[config.mk]
export PLATFORM = sky130hd
export DESIGN_NAME = ebpc_zrle_stream_encoder
export DESIGN_NICKNAME = d
export VERILOG_FILES = /design/src/rtl/ebpc_zrle_stream_encoder.sv
export SDC_FILE = /design/constraint.sdc
export NUM_CORES = 1
export LEC_CHECK = 0
export BUFFER_PORTS_ARGS = -buffer_cell sky130_fd_sc_hd__buf_4
export CAP_MARGIN = 10
export CORE_MARGIN = 2
export CORE_UTILIZATION = 55
export CTS_BUF_LIST = sky130_fd_sc_hd__clkbuf_4 sky130_fd_sc_hd__clkbuf_8
export DETAILED_ROUTE_END_ITERATION = 8
export PLACE_DENSITY = 0.79
export SLEW_MARGIN = 10
export SYNTH_ARGS = -nofsm -noshare
export SYNTH_HDL_FRONTEND = slang
export SYNTH_SLANG_ARGS = --single-unit
export TNS_END_PERCENT = 50
[constraint.sdc]
create_clock -name clk_i -period 2.77 [get_ports clk_i]
set_input_delay 0.277 -clock clk_i [delete_from_list [all_inputs] [get_ports clk_i]]
set_output_delay 0.277 -clock clk_i [all_outputs]
set_load 0.01 [all_outputs]
[src/rtl/ebpc_zrle_stream_encoder.sv]
`default_nettype none
// ============================================================================
// Module      : ebpc_zrle_stream_encoder
// Description : Word-level zero-run-length encoder for the EBPC datapath.
//               Turns an input word stream into tokens {is_run, payload}:
//               non-zero words become literals {0, word}, runs of zeros
//               become run tokens {1, len-1} with 1 <= len <= MAX_RUN.
//               Runs never span a block boundary (last_i), and the output
//               token register honours valid/ready back-pressure.
// Ports       : clk_i   - clock, rising edge
//               rst_i   - synchronous active-high reset
//               data_i  - input word          (DATA_W)
//               last_i  - final word of block
//               vld_i   - input valid
//               rdy_o   - input ready (independent of vld_i / data_i)
//               data_o  - output token        (DATA_W+1)
//               last_o  - final token of block
//               vld_o   - output valid
//               rdy_i   - output ready
// Revision    : 1.0 - initial release
// ============================================================================
module ebpc_zrle_stream_encoder #(
    parameter int DATA_W  = 8,
    parameter int MAX_RUN = 16
) (
    input  logic              clk_i,
    input  logic              rst_i,
    input  logic [DATA_W-1:0] data_i,
    input  logic              last_i,
    input  logic              vld_i,
    output logic              rdy_o,
    output logic [DATA_W:0]   data_o,
    output logic              last_o,
    output logic              vld_o,
    input  logic              rdy_i
);

    // Counter holds (zeros pending - 1); it never exceeds MAX_RUN-2.
    localparam int RUN_W = $clog2(MAX_RUN);

    localparam logic [RUN_W-1:0]  c_CNT_SAT = RUN_W'(MAX_RUN - 2);
    localparam logic [RUN_W-1:0]  c_CNT_ONE = RUN_W'(1);
    localparam logic [DATA_W-1:0] c_PAY_ONE = DATA_W'(1);

    typedef enum logic [1:0] {
        ST_IDLE  = 2'd0,
        ST_RUN   = 2'd1,
        ST_FLUSH = 2'd2
    } state_t;

    state_t              state_q, state_d;
    logic [RUN_W-1:0]    cnt_q, cnt_d;
    logic [DATA_W-1:0]   hold_q, hold_d;
    logic                hold_last_q, hold_last_d;
    logic [DATA_W:0]     data_q, data_d;
    logic                last_q, last_d;
    logic                vld_q, vld_d;

    logic                w_slot_free;
    logic                w_accept;
    logic                w_zero;

    // The output slot can take a new token when it is empty or being drained.
    assign w_slot_free = !vld_q || rdy_i;
    assign rdy_o       = w_slot_free && (state_q != ST_FLUSH);
    assign w_accept    = vld_i && rdy_o;
    assign w_zero      = (data_i == '0);

    assign data_o = data_q;
    assign last_o = last_q;
    assign vld_o  = vld_q;

    always_comb begin
        state_d     = state_q;
        cnt_d       = cnt_q;
        hold_d      = hold_q;
        hold_last_d = hold_last_q;
        data_d      = data_q;
        last_d      = last_q;
        vld_d       = vld_q;

        // A consumed token empties the slot unless a new one is loaded below.
        if (w_slot_free) begin
            vld_d = 1'b0;
        end

        case (state_q)
            ST_IDLE: begin
                if (w_accept) begin
                    if (!w_zero) begin
                        vld_d  = 1'b1;
                        data_d = {1'b0, data_i};
                        last_d = last_i;
                    end else if (last_i) begin
                        // Lone zero closing a block: run of length 1.
                        vld_d  = 1'b1;
                        data_d = {1'b1, {DATA_W{1'b0}}};
                        last_d = 1'b1;
                    end else begin
                        cnt_d   = '0;
                        state_d = ST_RUN;
                    end
                end
            end

            ST_RUN: begin
                if (w_accept) begin
                    if (w_zero) begin
                        if (last_i || (cnt_q == c_CNT_SAT)) begin
                            // This zero completes the run: len = cnt+2.
                            vld_d   = 1'b1;
                            data_d  = {1'b1, DATA_W'(cnt_q) + c_PAY_ONE};
                            last_d  = last_i;
                            state_d = ST_IDLE;
                        end else begin
                            cnt_d = cnt_q + c_CNT_ONE;
                        end
                    end else begin
                        // Close the run now (len = cnt+1); the literal that
                        // broke it waits one cycle in the hold register.
                        vld_d       = 1'b1;
                        data_d      = {1'b1, DATA_W'(cnt_q)};
                        last_d      = 1'b0;
                        hold_d      = data_i;
                        hold_last_d = last_i;
                        state_d     = ST_FLUSH;
                    end
                end
            end

            ST_FLUSH: begin
                if (w_slot_free) begin
                    vld_d   = 1'b1;
                    data_d  = {1'b0, hold_q};
                    last_d  = hold_last_q;
                    state_d = ST_IDLE;
                end
            end

            default: begin
                state_d = ST_IDLE;
            end
        endcase
    end

    always_ff @(posedge clk_i) begin
        if (rst_i) begin
            state_q     <= ST_IDLE;
            cnt_q       <= '0;
            hold_q      <= '0;
            hold_last_q <= 1'b0;
            data_q      <= '0;
            last_q      <= 1'b0;
            vld_q       <= 1'b0;
        end else begin
            state_q     <= state_d;
            cnt_q       <= cnt_d;
            hold_q      <= hold_d;
            hold_last_q <= hold_last_d;
            data_q      <= data_d;
            last_q      <= last_d;
            vld_q       <= vld_d;
        end
    end

endmodule
`default_nettype wire
# After elaboration in Yosys (flattened, before gate mapping)
# Cells that the tools add are included.
[totals] out_inout_bits=12 register_bits=26
[op_classes] n_reduce_logical=13 n_bitwise=1 n_eq_ne=13 addsub=2 n_mux=40
[ops] operator="$mux 9" n=7
[ops] operator="$pmux 9 s3" n=1
[ops] operator="$mux 4" n=6
[ops] operator="$ne 2x2->1 const B" n=8
[ops] operator="$mux 1" n=15
[ops] operator="$mux 2" n=7
[ops] operator="$reduce_and 6->1" n=2
[ops] operator="$logic_not 8->1" n=1
[ops] operator="$pmux 4 s2" n=1
[ops] operator="$reduce_and 7->1" n=1
[ops] operator="$ne 3x3->1 const B" n=2
[ops] operator="$pmux 1 s3" n=2
[ops] operator="$pmux 2 s3" n=1
[ops] operator="$add 4x1->5 const B" n=1
[ops] operator="$add 4x1->4 const B" n=1
[ops] operator="$eq 4x4->1 const B" n=1
[ops] operator="$reduce_and 3->1" n=1
[ops] operator="$reduce_bool 3->1" n=1
[ops] operator="$eq 2x1->1 const B" n=1
[ops] operator="$eq 2x2->1 const B" n=1
[ops] operator="$logic_and 1x1->1" n=2
[ops] operator="$logic_not 2->1" n=1
[ops] operator="$logic_or 1x1->1" n=2
[ops] operator="$reduce_bool 2->1" n=1
[ops] operator="2 further kinds" n=2

# Depth between registers and ports, before layout
[logic_depth] depth_word=7 depth_mapped=8

# Least setup slack after synthesis
# OpenSTA, ideal clock, no wires.
[synth_path] path_kind="register to register" start="register state_q[0]" end="register state_q[1]" required_ns=2.700 period_less_slack_ns=1.848 stages_incl_launch_ff=8 arrival_time_ns=1.777 path_buffers=0 setup_ns=0.070 path_slack_ns=0.922 cell_sequence="dfxtp_1 -> inv_1 -> ha_1 -> nor2_1 -> o21ai_0 -> a32o_2 -> or4_1 -> a21oi_1"
[synth_between] elab_chain_cells=5 elab_cells_between_ends=14
[synth_rtl] item="start, declared" line_no="51" rtl="state_t state_q, state_d;"
[synth_rtl] item="start signal, assigned" line_no="156" rtl="state_q <= state_d;"
[synth_rtl] item="$ne 2x2->1" line_no="65" rtl="assign rdy_o = w_slot_free && (state_q != ST_FLUSH);"
[synth_rtl] item="$logic_and 1x1->1" line_no="65"
[synth_rtl] item="$logic_and 1x1->1" line_no="66" rtl="assign w_accept = vld_i && rdy_o;"
[synth_rtl] item="$ne 2x2->1 (no line)"
[synth_rtl] item="$reduce_and 6->1 (no line)"
# Parallel ways exist; a longest one is shown, timed or not.
# A chain may end at the register's enable or synchronous reset.

# Worst setup path after layout
[layout_path] start="register state_q[1]" end="register state_q[1]"
# The elaborated chain is that of the path after synthesis.

==> flow_metrics.py <==
metrics = {
    "timing": {
        "clock_skew_ns": 0.00388,
        "timing.setup.tns_ns": 0,
        "finalCriticalPeriod_ns": 2.25,
        "max_freq_ghz": 0.445,
        "setup_viol": 0,
        "post_route_fraction_of_the_period_consumed_by_the_critical_path_pct": 81.0,
        "finalHoldViolCount": 0,
        "setup_slack_of_the_critical_path_after_layout_ns": 0.525,
        "final_max_tran_viols": 0,
        "slew_headroom_pct": 51.9,
        "tightest_slew_ns": 0.722,
        "rsz0062_at_grt": "false",
    },
    "grt": {
        "grt-ovfl-total": 0,
        "first_global_vias": 1138,
        "antenna_found_initial": 0,
        "globalRouteTotalUtil_pct": 24.2,
        "grt_pass1_wl_um": 5160,
        "pin_count_of_the_biggest_net_entering_global_routing": 27,
    },
    "power": {
        "p_leak_nw": 0.633,
        "power.switching_fraction_pct": 22.8,
        "vdd_drop_max_mv": 0.411,
        "sequential_power_share_pct": 52.6,
        "power.switching_uw": 171,
        "power.share.clock_pct": 35.2,
        "power.density_mw_per_mm2": 444,
        "power.internal_uw": 578,
        "power_frac_comb_pct": 12.2,
    },
    "synthesis": {
        "ys_seq_elements": 26,
        "post_synth_edffs": 0,
        "syn_inst": 168,
        "synth.yosys.seq_area_share_pct": 36.3,
        "yosys.cell_count.top_type": "sky130_fd_sc_hd__dfxtp_1",
        "synth.top_cells.by_area": "sky130_fd_sc_hd__dfxtp_1, sky130_fd_sc_hd__mux2i_1, sky130_fd_sc_hd__ha_1",
        "syn_nets": 188,
        "asyncSetResetFlopFracSynth_pct": 0,
        "post_synth_most_frequent_cells": "sky130_fd_sc_hd__dfxtp_1, sky130_fd_sc_hd__a21oi_1, sky130_fd_sc_hd__nor2_1",
        "ys.flop_type": "sky130_fd_sc_hd__dfxtp_1",
        "avg_synthesized_cell_area_um2": 8.53,
        "synth_largest_area_cell": "sky130_fd_sc_hd__dfxtp_1",
        "synth_area_mm2": 0.00143,
        "synth.distinct_cells": 37,
        "yosys_warnings": 0,
        "netlist.area_leader.share_pct": 36.3,
    },
    "clock_network": {
        "tritoncts_clock_tree": "yes",
        "post-cts-setup-buffer-count": 0,
        "cts_hold_buf": 0,
        "cts_sinks": 26,
        "cts_max_level": 1,
        "worst_skew_pair.late_latency_ns": 0.33,
        "ctsLongestPathBuffers": 2,
        "total_clock_buffers_created_by_cts": 3,
        "clock-root-buffer": "sky130_fd_sc_hd__clkbuf_4",
        "post_cts.resized_instances": 0,
        "clk_pin_slew_ns": 0.14,
    },
    "placed_design": {
        "post-place-ws_ns": 0.591,
        "gp_congestion": 0.781,
        "placement.io_buffers": 24,
        "post-dp-hpwl_um": 2430,
    },
    "worst_setup_path": {
        "timing.setup.critical_path_class": "reg2reg",
        "worst-endpoint-arrival_ns": 2.51,
        "critical-path-slowest-cell": "sky130_fd_sc_hd__or4_1",
        "buffering_stage_count_on_the_worst_path_with_inverters_included": 1,
        "path_max_fanout": 14,
        "setup.worst_path.end_class": "register",
        "crit_cells": 7,
        "worstPathRequired_ns": 3.04,
        "timing.critical_path.slowest_cell_delay_ns": 0.48,
        "path_cells": "inv_1 -> ha_1 -> nor2_1 -> o21ai_0 -> a32o_2 -> or4_1 -> a21oi_1",
        "critical_path.startpoint_type": "register",
        "ff2ff_path_depth": 7,
        "path_delay_family": "simple AND/OR/NAND/NOR gates",
    },
    "route": {
        "detailed_routing_iterations_pass_1": 4,
        "viasPerCell": 6.10,
        "wl_um": 3350,
        "drcViolationCount": 0,
        "via_count": 1335,
        "number_of_design_rule_violations_left_by_the_first_detailed_router_iteration": 36,
        "drt-wirelength-per-cell_um": 15.3,
        "final_antenna_violating_net_count": 0,
    },
    "layout": {
        "syn2layout_area_growth_pct": 17.5,
        "design.final.nets": 210,
        "insertedDiodeCount": 0,
        "layout-drive-gt1-share_pct": 18.5,
        "num-fill-cells": 202,
    },
    "outcome": {
        "outcome": "completed",
    },
    "die": {
        "die_h_um": 55.1,
        "die-area_mm2": 0.00303,
        "design.core.area_mm2": 0.00248,
        "pin_count": 25,
        "number_of_cell_rows": 18,
        "die_width_um": 55.1,
        "initial_utilization_pct": 57.9,
    },
    "hold_path": {
        "hold_path_depth": 3,
        "min_delay_path_class": "in2reg",
    },
    "flow_run": {
        "max_cap_viol_count": 0,
    },
}
cells in the final DEF (no fill, tap or decap), drive strengths merged, types with 4 or more instances in the layout:
cell type	instances
dfxtp	26
buf	26
a21oi	16
nor2	16
nand3	11
mux2i	10
a311oi	9
nand2b	7
ha	7
inv	6
o21ai	6
nand2	6
and3	4
a31oi	4
nor3	4
nor2b	4
cell families after synthesis:
logic type	synth area share [%]
and+or+nand+nor	24.0
DFF	36.3
AOI/OAI and AO/OA	20.8
xor gates and xnor gates	1.83
adders and majority gates	6.11
buffers and inverters	4.01
muxes	6.98
state kept, by name, indices dropped and copies added, names as in the netlist:
signal / cells
vld_o: 1
data_o: 9
hold_q: 8
last_o: 1
cnt_q: 4
hold_last_q: 1
state_q: 2
final timing paths:
path	slack [ns]	to	start
hold reg to reg	0.51	cnt_q[0]	cnt_q[0]
setup / recovery	0.52	state_q[1]	state_q[1]
hold / removal	0.20	hold_q[3]	data_i[3]
setup reg to reg	0.52	state_q[1]	state_q[1]
metrics by stage:
stage          total power, mW  instance area, µm²  hold WS [ns]  utilization (%)  instances
2_1_floorplan            0.444                1430         0.424                -        168
3_3_place_gp             0.490                1630         0.466             65.9        215
3_5_place_dp             0.492                1630         0.480             65.9        215
4_1_cts                  0.751                1680         0.202             68.0        219
5_1_grt                  0.774                1680         0.210             68.0        219
6_report                 0.748                1680         0.203             68.0        219
power by group through the flow:
stage               sequential, mW  combinational [mW]  clock, mW
floorplan                    0.406              0.0383          0
global placement             0.401              0.0893          0
detailed placement           0.401              0.0911          0
CTS                          0.393              0.0911      0.266
global route                 0.394               0.100      0.280
finish                       0.393              0.0914      0.264
worst reg2reg max path, delay by kind of cell, from the launching register on:
family	cells	cell delay (ns)
compound gates	3	0.61
simple gates	2	0.73
flops	1	0.43
buf+inv	1	0.08
fa+ha+maj	1	0.34
cell type report:
| cell class | instances | area, µm² | area share [%] |
|---|---|---|---|
| inverter | 6 | 22.5 | 1.34 |
| clock inverter | 1 | 30.0 | 1.78 |
| clock buffer | 3 | 22.5 | 1.34 |
| multi-input combinational | 127 | 856 | 50.8 |
| tap | 30 | 37.5 | 2.23 |
| timing repair buffer | 26 | 195 | 11.6 |
| sequential | 26 | 520 | 30.9 |
per-layer routing:
layer	share of wire [%]	GRT usage (%)	wire [µm]
met5	0	0	0
met4	1.5	8.54	49
met3	5.1	4.30	171
met2	48	37.9	1610
met1	45	33.4	1520
Power figures use the tool's default switching activity.
